<file path="src/rtl/seq_multiplier_n_pkg.sv">
// Shared types for the sequential shift-add multiplier: FSM state encoding
// and the legal operand-width range.
package seq_multiplier_n_pkg;

    typedef enum logic [1:0] {
        IDLE = 2'd0,
        RUN  = 2'd1,
        FIX  = 2'd2
    } state_t;

    localparam int MIN_WIDTH = 2;
    localparam int MAX_WIDTH = 32;

    function automatic bit width_legal(input int w);
        return (w >= MIN_WIDTH) && (w <= MAX_WIDTH);
    endfunction

endpackage

</file>
<file path="src/rtl/seq_multiplier_n_adder.sv">
// WIDTH-bit ripple adder with carry out; used for the acc_hi + A step.
module adder_n #(
    parameter int WIDTH = 8
) (
    output logic             cout,
    output logic [WIDTH-1:0] sum,
    input  logic [WIDTH-1:0] a,
    input  logic [WIDTH-1:0] b
);

    assign {cout, sum} = {1'b0, a} + {1'b0, b};

endmodule

</file>
<file path="src/rtl/seq_multiplier_n.sv">
// Sequential shift-add multiplier, one add/shift step per clock, with
// start/done handshake and optional two's-complement operands.
module seq_multiplier_n
    import seq_multiplier_n_pkg::*;
#(
    parameter int WIDTH = 8
) (
    input  logic                 clk,
    input  logic                 areset,
    input  logic                 start,
    input  logic                 signed_mode,
    input  logic [WIDTH-1:0]     multiplicand,
    input  logic [WIDTH-1:0]     multiplier,
    output logic                 busy,
    output logic                 done,
    output logic [2*WIDTH-1:0]   product
);

    localparam int CW = $clog2(WIDTH + 1);
    localparam logic [CW-1:0] LAST_STEP = CW'(WIDTH - 1);

    if (!width_legal(WIDTH)) begin : g_width_check
        $error("seq_multiplier_n: WIDTH must be in 2..32");
    end

    state_t               state, next_state;
    logic [WIDTH-1:0]     a_q, b_q;
    logic [2*WIDTH-1:0]   acc;
    logic [CW-1:0]        count;
    logic                 neg;
    logic                 cout;
    logic [WIDTH-1:0]     sum;

    // In signed mode the datapath works on magnitudes; -2^(W-1) maps to 2^(W-1).
    function automatic logic [WIDTH-1:0] magnitude(input logic [WIDTH-1:0] x,
                                                   input logic sm);
        return (sm && x[WIDTH-1]) ? (~x + 1'b1) : x;
    endfunction

    adder_n #(.WIDTH(WIDTH)) u_adder (
        .cout (cout),
        .sum  (sum),
        .a    (acc[2*WIDTH-1:WIDTH]),
        .b    (a_q)
    );

    always_comb begin
        // NOTE: default first so every path assigns next_state and no latch is inferred.
        next_state = state;
        case (state)
            IDLE:    if (start) next_state = RUN;
            RUN:     if (count == LAST_STEP) next_state = FIX;
            FIX:     next_state = IDLE;
            default: next_state = IDLE;
        endcase
    end

    assign busy = (state != IDLE);

    // NOTE: sequential state uses non-blocking assignments so all registers update together.
    always_ff @(posedge clk) begin
        if (areset) state <= IDLE;
        else        state <= next_state;
    end

    always_ff @(posedge clk) begin
        if (areset) begin
            a_q     <= '0;
            b_q     <= '0;
            acc     <= '0;
            count   <= '0;
            neg     <= 1'b0;
            done    <= 1'b0;
            product <= '0;
        end else begin
            done <= 1'b0;
            case (state)
                IDLE: if (start) begin
                    a_q   <= magnitude(multiplicand, signed_mode);
                    b_q   <= magnitude(multiplier, signed_mode);
                    neg   <= signed_mode & (multiplicand[WIDTH-1] ^ multiplier[WIDTH-1]);
                    acc   <= '0;
                    count <= '0;
                end
                RUN: begin
                    // Shift {carry, sum, acc_lo} right by one; the dropped bit is acc[0].
                    if (b_q[0]) acc <= {cout, sum, acc[WIDTH-1:1]};
                    else        acc <= {1'b0, acc[2*WIDTH-1:WIDTH], acc[WIDTH-1:1]};
                    b_q   <= b_q >> 1;
                    count <= count + 1'b1;
                end
                FIX: begin
                    product <= neg ? (~acc + 1'b1) : acc;
                    done    <= 1'b1;
                end
                default: ;
            endcase
        end
    end

endmodule

</file>
<file path="config.mk">
export PLATFORM = sky130hd
export DESIGN_NAME = seq_multiplier_n
export DESIGN_NICKNAME = d
export VERILOG_FILES = /design/src/rtl/seq_multiplier_n_pkg.sv /design/src/rtl/seq_multiplier_n_adder.sv /design/src/rtl/seq_multiplier_n.sv
export SDC_FILE = /design/constraint.sdc
export NUM_CORES = 1
export LEC_CHECK = 0
export ABC_CLOCK_PERIOD_IN_PS = 2100
export CAP_MARGIN = 15
export CORE_UTILIZATION = 55
export CTS_CLUSTER_SIZE = 28
export DETAILED_ROUTE_END_ITERATION = 10
export PLACE_DENSITY = 0.88
export SYNTH_ARGS = -nofsm -noshare
export SYNTH_HDL_FRONTEND = slang
export SYNTH_SLANG_ARGS = --single-unit
export TNS_END_PERCENT = 20
</file>
<file path="constraint.sdc">
create_clock -name clk -period 2.1 [get_ports clk]
set_input_delay 0.42 -clock clk [delete_from_list [all_inputs] [get_ports clk]]
set_output_delay 0.42 -clock clk [all_outputs]
set_load 0.1 [all_outputs]
</file>
======== Word level (Yosys, flattened, before mapping) ========
Index checks and enable logic that the tools add are counted.
cells by class
  shift-type cells ........................ 0
  order comparisons ....................... 0
  add/sub/neg operators ................... 5
  muxes and demuxes ....................... 14
  multipliers ............................. 0
  eq/ne operators ......................... 5
  reductions and logical operators ........ 8
  divide/modulo/power cells ............... 0
  bitwise operators ....................... 5
operators by type and width
  cell                                                              number
  16-bit 2-to-1 mux                                                 3
  16-bit case mux with 2 select lines                               1
  8-bit 2-to-1 mux                                                  3
  16-bit by 1-bit adder with 16-bit output (second input constant)  1
  8-bit by 1-bit adder with 8-bit output (second input constant)    2
  16-bit NOT                                                        1
  8-bit NOT                                                         2
  8-bit case mux with 2 select lines                                1
  8-bit by 8-bit adder with 9-bit output                            1
  4-bit case mux with 2 select lines                                1
  2-bit AND reduction                                               3
  4-bit by 1-bit adder with 4-bit output (second input constant)    1
  4-bit by 3-bit == test with 1-bit output (second input constant)  1
  2-bit 2-to-1 mux                                                  2
  4-bit 2-to-1 mux                                                  1
  2-bit inequality test (second input constant)                     2
  2-bit case mux with 2 select lines                                1
  2-bit nonzero test                                                2
  2-bit by 1-bit == test with 1-bit output (second input constant)  1
  2-bit == test (second input constant)                             1
  1-bit logical AND                                                 2
  2-bit logical NOT                                                 1
  1-bit AND                                                         1
  1-bit 2-to-1 mux                                                  1
  1-bit XOR                                                         1
word-level totals
  word-level logic and storage cells ...... 45
  bits in writable memories ............... 0
  bits in read-only memories .............. 0
  bits in latches ......................... 0
  flip-flop bits (word level) ............. 56
  memories kept ........................... 0
  output and inout port bits .............. 18

======== Logic depth before layout (Yosys ltp) ========
  depth after elaboration ................. 5
  mapped depth ............................ 6
  mapped depth without buffers ............ 6

======== Cells and area by module ========
Synthesis repeated with hierarchy kept, for this count alone.
unflattened totals
  cells, all modules ...................... 370
  area total of the unflattened synthesis .. 2971.6 µm²
by module, submodules not included
  module            instances  cells each  sequential area each (µm²)  area an instance (µm²)
  seq_multiplier_n  1          328         1121.1                      2647.5
  adder_n           1          42          0.0                         324.1

======== Least setup slack after synthesis ========
Ideal clock, no wire load.
  path kind ............................... register -> register
  start point ............................. register state[1]
  end point ............................... register b_q[5]
  cell stages (with the launch flop) ...... 7
  path slack .............................. 0.260 ns
  data arrival time ....................... 1.765 ns
  required time ........................... 2.026 ns
  cells stage by stage .................... dfxtp_1 > buf_6 > or2_4 > or2_0 > buf_2 > or4_1 > a31oi_1
on the way
  word-level cells in the longest chain between the ends .. 3
ends and longest elaborated chain
  what                                                                                  RTL line                RTL
  from (decl)                                                                           seq_multiplier_n.sv:26  state_t state, next_state;
  from (signal assigned)                                                                seq_multiplier_n.sv:63  else state <= next_state;
  2-bit by 1-bit == test with 1-bit output / 2-bit logical NOT (equally long branches)  seq_multiplier_n.sv:77  case (state)
  2-bit nonzero test (no source line) / 2-bit inequality test (equally long branches)   -
  2-bit AND reduction (no source line)                                                  -
  to (signal assigned)                                                                  seq_multiplier_n.sv:80  b_q <= magnitude(multiplier, signed_mode);
  to (signal assigned)                                                                  seq_multiplier_n.sv:89  b_q <= b_q >> 1;
  to (decl)                                                                             seq_multiplier_n.sv:27  logic [WIDTH-1:0] a_q, b_q;
Parallel ways exist; a longest one is shown, timed or not.
A chain may end at the register's enable or synchronous reset.

======== Worst setup path in the final report ========
  start point ............................. register acc[1]
  end point ............................... register product[8]
on the way
  word-level cells in the longest chain between the ends .. 3
ends and longest elaborated chain
  what                                      RTL line                RTL
  from (decl)                               seq_multiplier_n.sv:28  logic [2*WIDTH-1:0] acc;
  from (signal assigned)                    seq_multiplier_n.sv:87  if (b_q[0]) acc <= {cout, sum, acc[WIDTH-1:1]};
  from (signal assigned)                    seq_multiplier_n.sv:88  else acc <= {1'b0, acc[2*WIDTH-1:WIDTH], acc[WIDTH-1:1]};
  16-bit NOT                                seq_multiplier_n.sv:93  product <= neg ? (~acc + 1'b1) : acc;
  16-bit by 1-bit adder with 16-bit output  seq_multiplier_n.sv:93
  16-bit 2-to-1 mux                         seq_multiplier_n.sv:93
  to (signal assigned)                      seq_multiplier_n.sv:93
  to (decl)                                 seq_multiplier_n.sv:16  output logic [2*WIDTH-1:0] product
Every way passes these cells.

==> run_results.csv <==
group,metric,value,unit
placement,io_buffer_count,37,
hold_path,hold_path.class,"register to register",
synthesis,synthArstFlopShare,0,
layout,multiInputGateArea,1896,um2
synthesis,synth.avg_cell_area,8.461,um2
synthesis,syn_area,3164,um2
timing,skew,0.006527,ns
clocking,clock_latency,0.32,ns
critical_path,crit_path_start,"acc[1]",
synthesis,yosysWarnings,0,
placement,place_area,3611,um2
grt,track_usage,0.2648,
outcome,outcome,"complete, no violations",
route,viasPerCell,6.279,
timing,finalHoldViolations,0,
clocking,clock-sinks,56,
clocking,tritoncts,"built",
timing,min_period,1.926,ns
critical_path,r2r_start,"acc[1]",
clocking,cts.repair.resized,0,
synthesis,ys_seq_area_frac,0.3543,
power_and_ir_drop,ir_drop,0.4746,mV
grt,grt_max_degree,31,
layout,antennaDiodeCount,0,
clocking,cts-htree-levels,2,
grt,antenna_found_initial,0,
critical_path,endpoint,"product[8]",
die,core_area,5540,um2
layout,area_growth,17.79,%
critical_path,r2r-end,"product[8]",
power_and_ir_drop,p_leak,1.494,nW
placement,dp.cells,472,
timing,final_max_slew_viol_count,0,
critical_path,crit_path_max_fanout,6,
synthesis,synth.top_cell.area_share,0.3543,
timing,relSlewSlack,0.5380,
power_and_ir_drop,powerDensity,582.8,nW/um2
route,drc_errors,0,
flow_run,maxCapViolCount,0,
timing,worst_slew_pin_slew,0.6920,ns
timing,finalSetupViolCount,0,
timing,holdWs,0.4660,ns
layout,final_layout_size_suffix_gt1_frac,0.1324,
synthesis,yosysUniqueCellTypes,63,
layout,nets,440,
synthesis,synth_edf_count,0,
synthesis,synth_nets,407,
route,num_vias,3014,
clocking,postCtsSetupBuffers,0,
critical_path,arrival,2.17,ns
placement,dp_hpwl,5.404,mm
timing,setup_tns,0,ns
synthesis,synth_ff_type,"dfxtp_1",
placement,gp_congestion,0.9079,
route,routed_wl,7.463,mm
grt,first_global_vias,2950,
power_and_ir_drop,finalPower,2.172,mW
timing,fmax,519.3,MHz
layout,seq_area,1121,um2
route,first_pass_iters,5,
grt,grt_overflow,0,
die,die_h,77.85,um
critical_path,path_class,"register to register",
synthesis,yosys_register_bits,56,
critical_path,end_kind,"register",
clocking,clk_pin_slew_worst_paths,0.10,ns
clocking,cts_hold_buf,0,
layout,final_cells,480,
critical_path,cp.required,2.34,ns
route,antenna_left,0,
critical_path,r2r_setup_slack,0.17,ns
die,num_rows,27,
route,drt_iter0_drc,168,
grt,grt_pass1_wl,12.96,mm
die,io_pins,38,
die,fp.dieW,77.85,um
synthesis,yosysTopAreaCell,"dfxtp_1",
clocking,cts-root-buf,"clkbuf_8",
route,avgRoutedWirePerCell,15.55,um
critical_path,cp-start-kind,"register",
clocking,cts_buffers,5,
clocking,clockBufferDepth,2,
critical_path,ff2ff_path_depth,6,
timing,rsz0062_at_grt,"false",
synthesis,synth_area_leaders,"dfxtp_1 35%, ha_1 4.7%, nor2_1 4.5%, a21oi_1 4.4%, a211oi_1 3.1%",
die,initial_core_util,0.5711,
synthesis,syn_inst,374,
layout,finalInstanceArea,3727,um2
layout,nFillCells,485,
die,die_area,6061,um2
timing,fin_crit_sh,0.9170,
## Yosys cell counts (all sizes together) (3+ instances only)
master and n:
and3 7, nand2b 4, o31ai 4, nor3b 3, buf 7, nor4b 9, a211oi 13, a21o 3
xnor2 8, clkbuf 20, nand4 3, nor4 3, nor3 12, or4 4, inv 9, or3 3
o21bai 3, a22o 10, mux2i 5, o41ai 4, nand3 11, or2 5, nand2 19, a21oi 28
dfxtp 56, ha 12, nand3b 4, nor2 38, o21ai 14, a31oi 7, a222oi 3, a22oi 5
xor2 11
## report_power, final
part           total, mW  switching, mW  internal [mW]  leakage [nW]
logic              0.327          0.183          0.144         0.981
registers           1.12         0.0314           1.09         0.455
clock network      0.721          0.362          0.360        0.0583
## stage by stage
| stage | utilization | setup slack, ns |
|---|---|---|
| floorplan | - | 0.2603 |
| global placement | 0.6518 | 0.1320 |
| detailed placement | 0.6518 | 0.07636 |
| CTS | 0.6728 | 0.1582 |
| global route | 0.6728 | 0.01956 |
| finish | 0.6728 | 0.1743 |
## registers in the layout, indices dropped and copies added, names as in the netlist
signal / count
count: 4
neg: 1
done: 1
product: 16
b_q: 8
a_q: 8
acc: 16
state: 2
## per-layer routing
| layer | vias to the layer above | part of all wire | global-route usage |
|---|---|---|---|
| li1 | 1457 | - | - |
| met1 | 1416 | 0.42 | 0.2980 |
| met2 | 117 | 0.50 | 0.4752 |
| met3 | 24 | 0.056 | 0.05059 |
| met4 | 0 | 0.027 | 0.1283 |
| met5 | - | 0 | 0 |
## how the worst min path moves through the flow
stage,slack [ns],cells after the start,startpoint,end
floorplan,0.44,2,a_q[0],a_q[0]
global placement,0.44,2,product[12],product[12]
detailed placement,0.46,2,product[12],product[12]
CTS,0.47,2,product[12],product[12]
global route,0.50,2,a_q[0],a_q[0]
finish,0.47,2,a_q[0],a_q[0]
## cells by family (layout without fill, tap and decap cells)
logic type,count (synthesis),count (layout),share of synthesized area
AOI/OAI and AO/OA,111,111,0.2436
buffers and inverters,36,70,0.04666
DFF,56,56,0.3543
adders and majority gates,13,13,0.05378
and+or+nand+nor,133,133,0.2297
xor gates and xnor gates,19,19,0.05259
muxes,6,6,0.01938
## cells in the final DEF, fill, tap and decap left out, drive strengths merged, types with 7 or more instances in the layout
master / Yosys / layout
xnor2: 8 / 8
a31oi: 7 / 7
nor3: 12 / 12
nand3: 11 / 11
nor4b: 9 / 9
nor2: 38 / 38
and3: 7 / 7
a211oi: 13 / 13
buf: 7 / 34
a21oi: 28 / 28
clkdlybuf4s50: 0 / 19
ha: 12 / 12
nand2: 19 / 19
o21ai: 14 / 14
xor2: 11 / 11
a22o: 10 / 10
inv: 9 / 9
dfxtp: 56 / 56
## worst max-delay path: stages, from the launching register on
cell      delay, ns
dfxtp_1        0.38
inv_1          0.08
ha_1           0.21
or4b_4         0.52
o41ai_1        0.32
xor2_1         0.11
a211oi_1       0.23
## layout make-up
cell class | count | share of cell area
multi-input combinational | 282 | 0.5086
sequential | 56 | 0.3008
timing repair buffer | 53 | 0.1262
tap | 72 | 0.02417
clock buffer | 5 | 0.01846
clock inverter | 3 | 0.01276
inverter | 9 | 0.009063
Power figures use the tool's default switching activity.
==> RTL edit 1 (config.mk and constraints unchanged) <==
Add an input register stage for `start`, `signed_mode`, `multiplicand` and `multiplier`, without a reset; this delays them by one clock.
--- a/src/rtl/seq_multiplier_n.sv
+++ b/src/rtl/seq_multiplier_n.sv
@@ -19,4 +19,16 @@
     localparam int CW = $clog2(WIDTH + 1);
     localparam logic [CW-1:0] LAST_STEP = CW'(WIDTH - 1);
+
+    logic start_q;
+    logic signed_mode_q;
+    logic [WIDTH-1:0] multiplicand_q;
+    logic [WIDTH-1:0] multiplier_q;
+
+    always_ff @(posedge clk) begin
+        start_q        <= start;
+        signed_mode_q  <= signed_mode;
+        multiplicand_q <= multiplicand;
+        multiplier_q   <= multiplier;
+    end
 
     if (!width_legal(WIDTH)) begin : g_width_check
@@ -49,5 +61,5 @@
         next_state = state;
         case (state)
-            IDLE:    if (start) next_state = RUN;
+            IDLE:    if (start_q) next_state = RUN;
             RUN:     if (count == LAST_STEP) next_state = FIX;
             FIX:     next_state = IDLE;
@@ -76,8 +88,8 @@
             done <= 1'b0;
             case (state)
-                IDLE: if (start) begin
-                    a_q   <= magnitude(multiplicand, signed_mode);
-                    b_q   <= magnitude(multiplier, signed_mode);
-                    neg   <= signed_mode & (multiplicand[WIDTH-1] ^ multiplier[WIDTH-1]);
+                IDLE: if (start_q) begin
+                    a_q   <= magnitude(multiplicand_q, signed_mode_q);
+                    b_q   <= magnitude(multiplier_q, signed_mode_q);
+                    neg   <= signed_mode_q & (multiplicand_q[WIDTH-1] ^ multiplier_q[WIDTH-1]);
                     acc   <= '0;
                     count <= '0;
Check against the original RTL: not equivalent (a bounded check fails within 4 cycles, from zero or initial values and one cycle with areset high).
==> RTL edit 1 against the unedited design <==
- wire length up 16%
- setup slack lost 0.13 ns
- critical path depth is 2 lower
- synthesized cell count is 6.7% higher
- area after synthesis up 11%
- power is 39% higher
- sequential power is 35% higher
- maximum frequency down 6.5%
- final area increased by 14%
- sequential cell count increased by 18
- combinational power increased by 6%
- via count is 9.3% higher
- critical path type unchanged
- largest cell class unchanged
==> RTL edit 1: results (changes against the unedited design) <==
worst hold path startpoint=product[0]$_SDFFE_PP0P_ (was a_q[0]$_SDFFE_PP0P_); final instance area=4250 um2 (was 3730 um2); GRT Overall Usage=0.278 (was 0.265); number of global-route vias before repair=3,101 (was 2,950); number of DRC markers in iteration 0=219 (was 168); clk cell area share=0.0471 (was 0.0312); Wirelength per Cell=16.7 um (was 15.5 um); GPL Wtd Cong=0.877 (was 0.908); Final #Nets=473 (was 440); Slew @ Worst Pin=0.734 ns (was 0.692 ns); Die Wd=82.1 um (was 77.9 um); sequential area share after synthesis=0.420 (was 0.354); CTS buffer count=9 (was 5); compound-gate portion of the synthesized area=0.238 (was 0.244); Non-Clock Buffer Area Fraction=0.119 (was 0.126); leak pwr=0.00167 uW (was 0.00149 uW); Cell variety after synth=54 (was 63); Finished Layout Cells=519 (was 480); Post-Syn Nets=432 (was 407); Synth area leaders=dfxtp_1 42%, nor2_1 5.3%, ha_1 4.3% (was dfxtp_1 35%, ha_1 4.7%, nor2_1 4.5%); R2R Path Start=acc[9]$_SDFFE_PP0P_ (was acc[1]$_SDFFE_PP0P_); nonclk buf count=60 (was 53); mux cell area share after synthesis=0.0149 (was 0.0194); worst hold slack=0.470 ns (was 0.466 ns); GR Util met3=0.0400 (was 0.0506); Vias/cell=6.35 (was 6.28); status=complete, no violations (unchanged); Synth top cells by count=74 x dfxtp_1, 50 x nor2_1, 24 x clkbuf_1 (was 56 x dfxtp_1, 38 x nor2_1, 28 x a21oi_1); fillers=438 (was 485); RR Endpoint=product[15]$_SDFFE_PP0P_ (was product[8]$_SDFFE_PP0P_); CLK BUF=12 (was 5); Clock Skews=0.00908 ns (was 0.00653 ns); post-placement cell count=503 (was 472); post-synthesis adder-cell area fraction=0.0483 (was 0.0538); share of cells above drive strength 1=0.167 (was 0.132); met1 Usage GRT=0.342 (was 0.298); flops & latches, synth=74 (was 56); Hold EP=product[0]$_SDFFE_PP0P_ (was a_q[0]$_SDFFE_PP0P_); R2R cell count=4 (was 6); Critical Path AT=2.35 ns (was 2.17 ns); xor-xnor portion of the synthesized cell area=0.0497 (was 0.0526)
==> RTL edit 1: cell types whose count changed in the layout (fill, tap and decap cells not counted), moves of 7 or more <==
cell,before,now
dfxtp_1,56,72
buf_4,32,40
a21oi_1,28,19
a22o_1,10,0
a22oi_1,5,12
nor2_1,38,50
==> RTL edit 1: critical path, cell delays in order, from the launching register on <==
cell and delay [ns]:
dfxtp_1 0.31, or4_4 0.56, or4_4 0.54, or4_1 0.49
nand3_1 0.10
==> RTL edit 1: what timing repair did <==
item | CTS | global route
resized for setup | 1 | 7
endpoints found under the setup margin | 1 | 6
pin swaps | 0 | 0
hold buffers | 0 | 0
==> RTL edit 1: layer usage <==
metal / routed length, um / part of all wire
met1: 3660 / 0.42
met3: 537 / 0.062
met5: 0 / 0
met4: 158 / 0.018
met2: 4290 / 0.50
==> RTL edit 1: report_power, final <==
group	internal (uW)	switching (uW)
combinational	157	189
sequential	1450	54.6
clock	663	507
==> RTL edit 2 (same settings) <==
Made on the original files. `WIDTH` is set to 8 in 2 places; all go to 16.
--- a/src/rtl/seq_multiplier_n_adder.sv
+++ b/src/rtl/seq_multiplier_n_adder.sv
@@ -1,5 +1,5 @@
 // WIDTH-bit ripple adder with carry out; used for the acc_hi + A step.
 module adder_n #(
-    parameter int WIDTH = 8
+    parameter int WIDTH = 16
 ) (
     output logic             cout,
--- a/src/rtl/seq_multiplier_n.sv
+++ b/src/rtl/seq_multiplier_n.sv
@@ -4,5 +4,5 @@
     import seq_multiplier_n_pkg::*;
 #(
-    parameter int WIDTH = 8
+    parameter int WIDTH = 16
 ) (
     input  logic                 clk,
Ports: changed (resized multiplicand, multiplier and product); port bits go from 38 to 70. The function was not compared with the original's and may differ.
==> RTL edit 2 against the unedited design <==
- the run now ends with setup timing left
- first-iteration DRC count grew to 3.7 times the old value
- wire length is 140% higher
- die area is 90% higher
- power is 99% higher
- core utilization is 6.1 points higher
- sequential share of layout area is 3.6 points lower
- area after synthesis is 93% higher
- sequential cell count is 49 higher
- final area is 110% higher
- setup slack worse by 0.30 ns
- global-route usage is 4.2 points higher
- largest cell class unchanged
- highest routed layer unchanged
==> RTL edit 2: results (changes against the unedited design) <==
sequential area share after synthesis=0.344 (was 0.354); largest net degree at the start of global routing=44 (was 31); Final #Nets=945 (was 440); sequential cell count=105 (was 56); input/output buffers=69 (was 37); leak pwr=0.00317 uW (was 0.00149 uW); clk cell area share=0.0247 (was 0.0312); Synth top cells by count=105 x dfxtp_1, 73 x nor2_1, 61 x a21oi_1 (was 56 x dfxtp_1, 38 x nor2_1, 28 x a21oi_1); worst slack at placement=-0.528 ns (was 0.0764 ns); fraction of area in multi-input gates=0.492 (was 0.509); Final setup viols=9 (was 0); Syn Inst Count=756 (was 374); compound-gate portion of the synthesized area=0.269 (was 0.244); Clock power frac=0.293 (was 0.332); nonclk buf count=174 (was 53); failing checks=setup timing; largest registers=acc x32, product x32 (was acc x16, product x16); status=complete, but fails checks (was complete, no violations); Non-clk invs=20 (was 9); slew margin rel.=0.331 (was 0.538); Reg area=2110 um2 (was 1120 um2); post-place instance area=7570 um2 (was 3610 um2); Synth area leaders=dfxtp_1 34%, a21oi_1 5.0%, xnor2_1 4.9% (was dfxtp_1 35%, ha_1 4.7%, nor2_1 4.5%); Cell variety after synth=61 (was 63); final wirelength=18.2 mm (was 7.46 mm); GRT Overall Usage=0.307 (was 0.265); DP HPWL=13.0 mm (was 5.40 mm); number of global-route vias before repair=5,861 (was 2,950); GPL Wtd Cong=0.934 (was 0.908); fillers=785 (was 485); CTS buffer count=9 (was 5); Max VDD drop=324 uV (was 475 uV); #MultiIn Comb=577 (was 282); number of DRC markers in iteration 0=629 (was 168); Clk Latency, worst-skew pair=0.39 ns (was 0.32 ns); post-placement cell count=1,015 (was 472); core area=10,800 um2 (was 5540 um2); sequential share of power=0.487 (was 0.517); CLK BUF=11 (was 5); Non-Clock Buffer Area Fraction=0.187 (was 0.126); via count=6,539 (was 3,014); PnR worst setup slack=-0.128 ns (was 0.174 ns); Post-Syn Nets=814 (was 407); xor-xnor portion of the synthesized cell area=0.0817 (was 0.0526); P_int=3000 uW (was 1600 uW); Tightest Hold Check Type=input port to register (was register to register); first-pass GRT wire length=28.1 mm (was 13.0 mm); Multi-input gate area=3910 um2 (was 1900 um2); Wirelength per Cell=17.6 um (was 15.5 um); Clock Skews=0.0124 ns (was 0.00653 ns); mux cell area share after synthesis=0.00983 (was 0.0194); CP Max Fanout=5 (was 6); post-synth top area share=0.344 (was 0.354); H-tree levels=3 (was 2)
==> RTL edit 2: cell types whose count changed in the layout (fill, tap and decap cells not counted), moves of 12 or more <==
cell	before	now
buf_4	32	131
dfxtp_1	56	100
nand2_1	19	60
nor2_1	38	72
a21oi_1	28	60
xnor2_1	8	33
nand3_1	11	33
clkdlybuf4s50_1	19	34
o21ai_0	14	26
xor2_1	11	23
==> RTL edit 2: layer usage <==
layer  part of all wire  global-route usage  up-vias
met2               0.48               0.517      336
met1               0.42               0.387     3082
met3              0.076              0.0605       54
li1                   -                   -     3067
met5                  0                   0        -
met4              0.027               0.114        0
==> RTL edit 2: critical path, cell delays in order (launching register included) <==
cell and delay [ns]:
dfxtp_1 0.33, or4_4 0.57, or4_4 0.57, o31ai_1 0.36
xnor2_1 0.13, a22o_1 0.18
==> RTL edit 2: worst paths after layout <==
check	slack (ns)	from	depth (start not counted)	end
max	-0.13	acc[8]$_SDFFE_PP0P_	5	product[21]$_SDFFE_PP0P_
min	0.41	areset	2	product[12]$_SDFFE_PP0P_
max reg2reg	-0.13	acc[8]$_SDFFE_PP0P_	5	product[21]$_SDFFE_PP0P_
min reg2reg	0.47	a_q[15]$_SDFFE_PP0P_	2	a_q[15]$_SDFFE_PP0P_
==> RTL edit 2: metrics by stage <==
step / TNS, ns / total power, uW / hold slack (ns)
4_1_cts: -0.420 / 4270 / 0.402
3_3_place_gp: -2.84 / 3000 / 0.435
2_1_floorplan: -0.575 / 2630 / 0.432
3_5_place_dp: -4.41 / 3030 / 0.462
5_1_grt: -1.31 / 4490 / 0.405
6_report: -0.580 / 4330 / 0.411
==> RTL edit 2: repair_timing <==
item	4_1_cts	5_1_grt
endpoints found under the setup margin	16	30
pin swaps	3	10
buffers inserted	0	1
resized for setup	11	22
